[src/rtl/hazard_stall_unit_pkg.sv]
// Shared types and constants for the pipeline hazard/stall controller.
package hazard_stall_unit_pkg;

    localparam int unsigned REG_W = 5;
    localparam logic [REG_W-1:0] REG_ZERO = 5'd0;
    // addi x0,x0,0: what a flushed pipeline register carries downstream
    localparam logic [31:0] NOP_INSN = 32'h0000_0013;

    typedef enum logic [0:0] {
        RUN      = 1'b0,
        MEM_WAIT = 1'b1
    } hz_state_e;

    function automatic logic is_load_use(
        input logic             de_m2r,
        input logic             de_regwrt,
        input logic [REG_W-1:0] de_rd,
        input logic             use_rs1,
        input logic [REG_W-1:0] rs1,
        input logic             use_rs2,
        input logic [REG_W-1:0] rs2
    );
        return de_m2r && de_regwrt && (de_rd != REG_ZERO) &&
               ((use_rs1 && (rs1 == de_rd)) || (use_rs2 && (rs2 == de_rd)));
    endfunction

endpackage

[src/rtl/hazard_stall_unit_if.sv]
// Pipeline-to-hazard-unit signal bundle; slave is the hazard unit, master the pipeline.
interface hazard_stall_unit_if #(
    parameter int unsigned CNT_W = 32
);
    import hazard_stall_unit_pkg::*;

    logic [REG_W-1:0] fd_rs1;
    logic [REG_W-1:0] fd_rs2;
    logic             fd_use_rs1;
    logic             fd_use_rs2;
    logic [REG_W-1:0] de_rd;
    logic             de_regwrt;
    logic             de_m2r;
    logic             br_taken;
    logic             em_mem_req;
    logic             mem_ready;

    logic             pc_en;
    logic             fd_en;
    logic             fd_flush;
    logic             de_en;
    logic             de_flush;
    logic             em_en;
    logic             mw_en;
    logic             mw_flush;
    logic             mem_err;
    logic [CNT_W-1:0] stall_cnt;

    modport slave (
        input  fd_rs1, fd_rs2, fd_use_rs1, fd_use_rs2, de_rd, de_regwrt, de_m2r,
               br_taken, em_mem_req, mem_ready,
        output pc_en, fd_en, fd_flush, de_en, de_flush, em_en, mw_en, mw_flush,
               mem_err, stall_cnt
    );

    modport master (
        output fd_rs1, fd_rs2, fd_use_rs1, fd_use_rs2, de_rd, de_regwrt, de_m2r,
               br_taken, em_mem_req, mem_ready,
        input  pc_en, fd_en, fd_flush, de_en, de_flush, em_en, mw_en, mw_flush,
               mem_err, stall_cnt
    );

endinterface

[src/rtl/hazard_stall_unit_sat_counter.sv]
// Saturating up-counter with synchronous reset and clear; holds at all-ones.
module hazard_stall_unit_sat_counter #(
    parameter int unsigned W = 32
) (
    input  logic         i_clk,
    input  logic         i_rst,
    input  logic         i_clr,
    input  logic         i_inc,
    output logic [W-1:0] o_cnt
);

    logic [W-1:0] r_cnt;

    always_ff @(posedge i_clk) begin
        if (i_rst || i_clr) begin
            r_cnt <= '0;
        end else if (i_inc && (r_cnt != {W{1'b1}})) begin
            r_cnt <= r_cnt + W'(1);
        end
    end

    assign o_cnt = r_cnt;

endmodule

[src/rtl/hazard_stall_unit.sv]
// Hazard controller: load-use bubbles, taken-branch squash and data-memory wait freeze
// with timeout; pipeline enables/flushes are combinational from state and inputs.
module hazard_stall_unit
    import hazard_stall_unit_pkg::*;
#(
    parameter int unsigned MEM_TIMEOUT = 16,
    parameter int unsigned CNT_W       = 32
) (
    input  logic              i_clk,
    input  logic              i_rst,
    hazard_stall_unit_if.slave hz
);

    localparam int unsigned WAIT_W = $clog2(MEM_TIMEOUT + 1);

    hz_state_e         r_state;
    hz_state_e         w_state_nxt;
    logic [WAIT_W-1:0] r_wait_cnt;
    logic [WAIT_W-1:0] w_wait_cnt_nxt;
    logic              r_mem_err;
    logic              w_mem_err_nxt;

    logic w_lu;
    logic w_mh_raw;
    logic w_timeout;
    logic w_mh;
    logic w_pc_en, w_fd_en, w_fd_flush, w_de_en, w_de_flush, w_em_en, w_mw_en, w_mw_flush;
    logic [CNT_W-1:0] w_stall_cnt;

    assign w_lu = is_load_use(hz.de_m2r, hz.de_regwrt, hz.de_rd,
                              hz.fd_use_rs1, hz.fd_rs1, hz.fd_use_rs2, hz.fd_rs2);
    assign w_mh_raw  = hz.em_mem_req && !hz.mem_ready;
    // The last allowed wait cycle is itself the forced release: the hold is masked here.
    assign w_timeout = (r_state == MEM_WAIT) && (r_wait_cnt == WAIT_W'(MEM_TIMEOUT - 1));
    assign w_mh      = w_mh_raw && !w_timeout;

    always_ff @(posedge i_clk) begin
        if (i_rst) begin
            r_state    <= RUN;
            r_wait_cnt <= '0;
            r_mem_err  <= 1'b0;
        end else begin
            r_state    <= w_state_nxt;
            r_wait_cnt <= w_wait_cnt_nxt;
            r_mem_err  <= w_mem_err_nxt;
        end
    end

    always_comb begin
        w_state_nxt    = r_state;
        w_wait_cnt_nxt = r_wait_cnt;
        w_mem_err_nxt  = r_mem_err || (w_timeout && w_mh_raw);
        w_pc_en        = 1'b1;
        w_fd_en        = 1'b1;
        w_fd_flush     = 1'b0;
        w_de_en        = 1'b1;
        w_de_flush     = 1'b0;
        w_em_en        = 1'b1;
        w_mw_en        = 1'b1;
        w_mw_flush     = 1'b0;

        unique case (r_state)
            RUN: begin
                if (w_mh) begin
                    w_state_nxt    = MEM_WAIT;
                    w_wait_cnt_nxt = '0;
                end
            end
            MEM_WAIT: begin
                if (w_mh) begin
                    w_wait_cnt_nxt = r_wait_cnt + WAIT_W'(1);
                end else begin
                    w_state_nxt = RUN;
                end
            end
            default: w_state_nxt = RUN;
        endcase

        if (i_rst) begin
            w_pc_en    = 1'b0;
            w_fd_en    = 1'b0;
            w_de_en    = 1'b0;
            w_em_en    = 1'b0;
            w_mw_en    = 1'b0;
            w_fd_flush = 1'b1;
            w_de_flush = 1'b1;
            w_mw_flush = 1'b1;
        end else if (w_mh) begin
            w_pc_en    = 1'b0;
            w_fd_en    = 1'b0;
            w_de_en    = 1'b0;
            w_em_en    = 1'b0;
            w_mw_flush = 1'b1;
        end else if (hz.br_taken) begin
            w_fd_flush = 1'b1;
            w_de_flush = 1'b1;
        end else if (w_lu) begin
            w_pc_en    = 1'b0;
            w_fd_en    = 1'b0;
            w_de_flush = 1'b1;
        end
    end

    hazard_stall_unit_sat_counter #(
        .W (CNT_W)
    ) u_stall_cnt (
        .i_clk (i_clk),
        .i_rst (i_rst),
        .i_clr (1'b0),
        .i_inc (!w_pc_en && !i_rst),
        .o_cnt (w_stall_cnt)
    );

    assign hz.pc_en     = w_pc_en;
    assign hz.fd_en     = w_fd_en;
    assign hz.fd_flush  = w_fd_flush;
    assign hz.de_en     = w_de_en;
    assign hz.de_flush  = w_de_flush;
    assign hz.em_en     = w_em_en;
    assign hz.mw_en     = w_mw_en;
    assign hz.mw_flush  = w_mw_flush;
    assign hz.mem_err   = r_mem_err;
    assign hz.stall_cnt = w_stall_cnt;

endmodule

[src/flat_wrapper.sv]
// flat-port wrapper written by rule: the top's interface ports become plain ports
module hazard_stall_unit_flat import hazard_stall_unit_pkg::*;
#(
    parameter int unsigned MEM_TIMEOUT = 16,
    parameter int unsigned CNT_W       = 32
)
  (i_clk, i_rst, hz_fd_rs1, hz_fd_rs2, hz_fd_use_rs1, hz_fd_use_rs2, hz_de_rd, hz_de_regwrt, hz_de_m2r, hz_br_taken, hz_em_mem_req, hz_mem_ready, hz_pc_en, hz_fd_en, hz_fd_flush, hz_de_en, hz_de_flush, hz_em_en, hz_mw_en, hz_mw_flush, hz_mem_err, hz_stall_cnt);
  hazard_stall_unit_if #(.CNT_W(CNT_W)) hz_i ();
  input  logic i_clk;
  input  logic i_rst;
  input wire logic [$bits(hz_i.fd_rs1)-1:0] hz_fd_rs1;
  input wire logic [$bits(hz_i.fd_rs2)-1:0] hz_fd_rs2;
  input wire logic [$bits(hz_i.fd_use_rs1)-1:0] hz_fd_use_rs1;
  input wire logic [$bits(hz_i.fd_use_rs2)-1:0] hz_fd_use_rs2;
  input wire logic [$bits(hz_i.de_rd)-1:0] hz_de_rd;
  input wire logic [$bits(hz_i.de_regwrt)-1:0] hz_de_regwrt;
  input wire logic [$bits(hz_i.de_m2r)-1:0] hz_de_m2r;
  input wire logic [$bits(hz_i.br_taken)-1:0] hz_br_taken;
  input wire logic [$bits(hz_i.em_mem_req)-1:0] hz_em_mem_req;
  input wire logic [$bits(hz_i.mem_ready)-1:0] hz_mem_ready;
  output wire logic [$bits(hz_i.pc_en)-1:0] hz_pc_en;
  output wire logic [$bits(hz_i.fd_en)-1:0] hz_fd_en;
  output wire logic [$bits(hz_i.fd_flush)-1:0] hz_fd_flush;
  output wire logic [$bits(hz_i.de_en)-1:0] hz_de_en;
  output wire logic [$bits(hz_i.de_flush)-1:0] hz_de_flush;
  output wire logic [$bits(hz_i.em_en)-1:0] hz_em_en;
  output wire logic [$bits(hz_i.mw_en)-1:0] hz_mw_en;
  output wire logic [$bits(hz_i.mw_flush)-1:0] hz_mw_flush;
  output wire logic [$bits(hz_i.mem_err)-1:0] hz_mem_err;
  output wire logic [$bits(hz_i.stall_cnt)-1:0] hz_stall_cnt;
  assign hz_i.fd_rs1 = hz_fd_rs1;
  assign hz_i.fd_rs2 = hz_fd_rs2;
  assign hz_i.fd_use_rs1 = hz_fd_use_rs1;
  assign hz_i.fd_use_rs2 = hz_fd_use_rs2;
  assign hz_i.de_rd = hz_de_rd;
  assign hz_i.de_regwrt = hz_de_regwrt;
  assign hz_i.de_m2r = hz_de_m2r;
  assign hz_i.br_taken = hz_br_taken;
  assign hz_i.em_mem_req = hz_em_mem_req;
  assign hz_i.mem_ready = hz_mem_ready;
  assign hz_pc_en = hz_i.pc_en;
  assign hz_fd_en = hz_i.fd_en;
  assign hz_fd_flush = hz_i.fd_flush;
  assign hz_de_en = hz_i.de_en;
  assign hz_de_flush = hz_i.de_flush;
  assign hz_em_en = hz_i.em_en;
  assign hz_mw_en = hz_i.mw_en;
  assign hz_mw_flush = hz_i.mw_flush;
  assign hz_mem_err = hz_i.mem_err;
  assign hz_stall_cnt = hz_i.stall_cnt;
  hazard_stall_unit #(.MEM_TIMEOUT(MEM_TIMEOUT), .CNT_W(CNT_W)) u_core (.i_clk(i_clk), .i_rst(i_rst), .hz(hz_i));
endmodule
[config.mk]
export PLATFORM = sky130hd
export DESIGN_NAME = hazard_stall_unit_flat
export DESIGN_NICKNAME = d
export VERILOG_FILES = /design/src/rtl/hazard_stall_unit_pkg.sv /design/src/rtl/hazard_stall_unit_if.sv /design/src/rtl/hazard_stall_unit_sat_counter.sv /design/src/rtl/hazard_stall_unit.sv /design/src/flat_wrapper.sv
export SDC_FILE = /design/constraint.sdc
export NUM_CORES = 1
export LEC_CHECK = 0
export ABC_AREA = 1
export CAP_MARGIN = 30
export CORE_MARGIN = 2
export CORE_UTILIZATION = 25
export DETAILED_ROUTE_END_ITERATION = 6
export GPL_ROUTABILITY_DRIVEN = 0
export MAX_ROUTING_LAYER = met4
export PLACE_DENSITY = 0.45
export RECOVER_POWER = 50
export REMOVE_ABC_BUFFERS = 1
export SETUP_SLACK_MARGIN = 0.4
export SKIP_CTS_REPAIR_TIMING = 1
export SYNTH_ARGS = -nofsm -noshare
export SYNTH_HDL_FRONTEND = slang
export SYNTH_SLANG_ARGS = --single-unit
[constraint.sdc]
create_clock -name i_clk -period 2.1 [get_ports i_clk]
set_input_delay 0.42 -clock i_clk [delete_from_list [all_inputs] [get_ports i_clk]]
set_output_delay 0.42 -clock i_clk [all_outputs]
set_load 0.01 [all_outputs]
==> results.py <==
metrics = {
    "sta": {
        "report.final.hold_viol_count": 0,
        "max-slew-margin-rel_pct": 76.0,
        "rsz0062_at_grt": "yes",
        "drv_slew": 0,
        "finalCritPeriodShare_pct": 105,
        "skew_ns": 0.00416,
        "setup_violations": 7,
        "tightest_slew_ns": 0.358,
        "hold_ws_ns": 0.489,
        "period_needed_ns": 2.20,
        "setup_slack_ns": -0.104,
        "fmax_mhz": 454,
        "fin_tns_setup_ns": -0.552,
    },
    "layout": {
        "drive_gt1_share_pct": 31.0,
        "final_area_sq_um": 4480,
        "final_nets": 572,
        "diodes": 0,
        "syn2layout_area_growth_pct": 65.5,
    },
    "synth": {
        "yosysWarnings": 0,
        "avgSynthCellArea_sq_um": 5.98,
        "syn_area_sq_um": 2710,
        "ys_ff_latch": 39,
        "yosysSeqAreaShare_pct": 28.9,
        "synthDistinctLibCells": 25,
        "netlist_instances": 452,
    },
    "route": {
        "dr.first_iter.drc_count": 188,
        "drtPass1Iterations": 4,
        "vias": 3230,
        "drcViolationCount": 0,
        "vias_per_cell": 4.74,
        "wl_per_cell_um": 14.9,
        "wirelength_mm": 10.1,
        "final_antenna_net_count": 0,
    },
    "global_route": {
        "grt_pass1_vias": 2883,
        "grt_pass1_wl_mm": 14.6,
        "busiest_layer": "met2",
        "use_met3_pct": 2.17,
        "grt_max_degree": 34,
        "grt.total_usage_pct": 16.3,
        "grtUsageMet1_pct": 22.3,
        "grt_antenna_before_repair": 0,
        "gr-total-overflow": 0,
        "grt_use_met2_pct": 26.1,
    },
    "power_and_ir_drop": {
        "ir_drop_mv": 0.215,
        "powerDensity_nw_per_um2": 341,
        "p_leak_uw": 0.00181,
    },
    "run_status": {
        "violations": "setup timing",
        "outcome": "finished, violations left",
    },
    "clock_tree": {
        "insertion_delay_ns": 0.29,
        "cts.sinks": 39,
        "clk_pin_slew_ns": 0.08,
        "cts_buffers": 5,
        "cts_tree": "built",
        "h-tree-depth": 2,
        "cts.path.max_buffers": 2,
        "cts-root-buf": "clkbuf_8",
    },
    "die": {
        "die_area_sq_um": 11700,
        "die_x_um": 108,
        "rows": 37,
        "start_util_pct": 26.0,
        "coreArea_sq_um": 10400,
        "io_pins": 65,
        "die_y_um": 108,
    },
    "placed_design": {
        "port_buffers": 64,
        "place_area_sq_um": 3650,
        "dp_slack_ns": -0.515,
        "dp_hpwl_mm": 6.87,
    },
    "setup_path": {
        "r2r.worst_path.cells": 14,
        "crit_fanout": 4,
        "crit_arrival_ns": 1.78,
        "reg2reg_setup_slack_ns": 0.02,
        "path_class": "flop to primary output",
        "required_ns": 1.68,
        "cp-start-kind": "flop",
        "endpoint_kind": "primary output",
    },
    "min_path": {
        "hp-class": "flop to flop",
        "whs_path_depth": 2,
    },
    "job": {
        "drv_cap": 0,
    },
}
-- worst paths after layout --
path                                                                   to                                      start
worst max-delay path                                          hz_mw_flush          u_core.r_wait_cnt[1]$_SDFFE_PP0P_
worst min-delay path            u_core.u_stall_cnt.o_cnt[10]$_SDFFE_PP0P_  u_core.u_stall_cnt.o_cnt[10]$_SDFFE_PP0P_
worst max register to register   u_core.u_stall_cnt.o_cnt[2]$_SDFFE_PP0P_          u_core.r_wait_cnt[1]$_SDFFE_PP0P_
worst min register to register  u_core.u_stall_cnt.o_cnt[10]$_SDFFE_PP0P_  u_core.u_stall_cnt.o_cnt[10]$_SDFFE_PP0P_
-- cell families after synthesis --
| kind of cell | synth area share [%] |
|---|---|
| XOR/XNOR | 4.86 |
| buffers and inverters | 8.46 |
| AND/OR/NAND/NOR | 48.7 |
| AO/OA/AOI/OAI | 7.72 |
| adder cells (fa/ha/maj) | 1.39 |
| flip-flops | 28.9 |
-- cells in the final DEF, fill, tap and decap left out, types with 12 or more instances in the layout --
cell / instances
nand2_1: 133
nor2_1: 66
clkdlybuf4s50_1: 44
nand4_1: 35
inv_1: 31
nand2_4: 27
a21oi_2: 27
buf_4: 25
dfxtp_4: 23
nand3b_1: 14
dlymetal6s2s_1: 12
-- final cells by class --
type,instances,area [sq um]
clock buffer,6,82.6
clock inverter,1,5.00
fill,1123,5940
inverter,34,133
multi-input combinational,361,2110
sequential,39,880
tap,136,170
timing repair buffer,104,1100
-- per-stage QoR --
stage	std cells	utilization [%]	power, uW
2_1_floorplan	434	-	830
3_5_place_dp	664	35.1	966
3_3_place_gp	664	35.1	967
6_report	681	43.0	1530
4_1_cts	671	35.9	1500
5_1_grt	681	43.0	1600
-- critical path, cell delays in order, from the launching register on --
cell and delay (ns):
dfxtp_2 0.36, ha_4 0.15, inv_4 0.04, nor3_4 0.16, ha_2 0.21, nand2_2 0.06, nand2_4 0.09, inv_4 0.04
nor2_4 0.11, buf_6 0.12, inv_2 0.04, buf_6 0.11
-- sequential cells by signal, indices dropped and copies added (netlist names) --
| register | flops |
|---|---|
| u_core.u_stall_cnt.o_cnt | 32 |
| u_core.r_wait_cnt | 5 |
| u_core.hz.mem_err | 1 |
| u_core.r_state | 1 |
-- power breakdown --
part | internal, uW | switching, uW | total [uW]
clock | 258 | 270 | 529
combinational | 140 | 147 | 287
sequential | 711 | 1.67 | 713
total | 1110 | 419 | 1530
-- layer usage --
| layer | share of wire, % | routed length [um] |
|---|---|---|
| met1 | 47 | 4760 |
| met4 | 1.1 | 112 |
| met5 | 0 | 0 |
| met2 | 48 | 4850 |
| met3 | 3.9 | 391 |
-- cells in the mapped netlist, drive strengths merged --
| master | n | share of area [%] |
|---|---|---|
| ha | 3 | 1.4 |
| nor3 | 5 | 1.1 |
| a31oi | 1 | 0.23 |
| xor2 | 10 | 3.2 |
| buf | 8 | 2.4 |
| clkbuf | 10 | 1.4 |
| nand4 | 35 | 8.1 |
| nand2 | 169 | 23 |
| nand3 | 10 | 2.2 |
| dfxtp | 39 | 29 |
| inv | 34 | 4.7 |
| a21oi | 31 | 5.9 |
| o31ai | 1 | 0.28 |
| o21ai | 4 | 0.74 |
| nor2 | 71 | 9.9 |
| o22ai | 1 | 0.23 |
| nand3b | 14 | 3.9 |
| a32o | 1 | 0.37 |
| xnor2 | 5 | 1.6 |
Note: power is estimated with default switching activity, not from simulation.
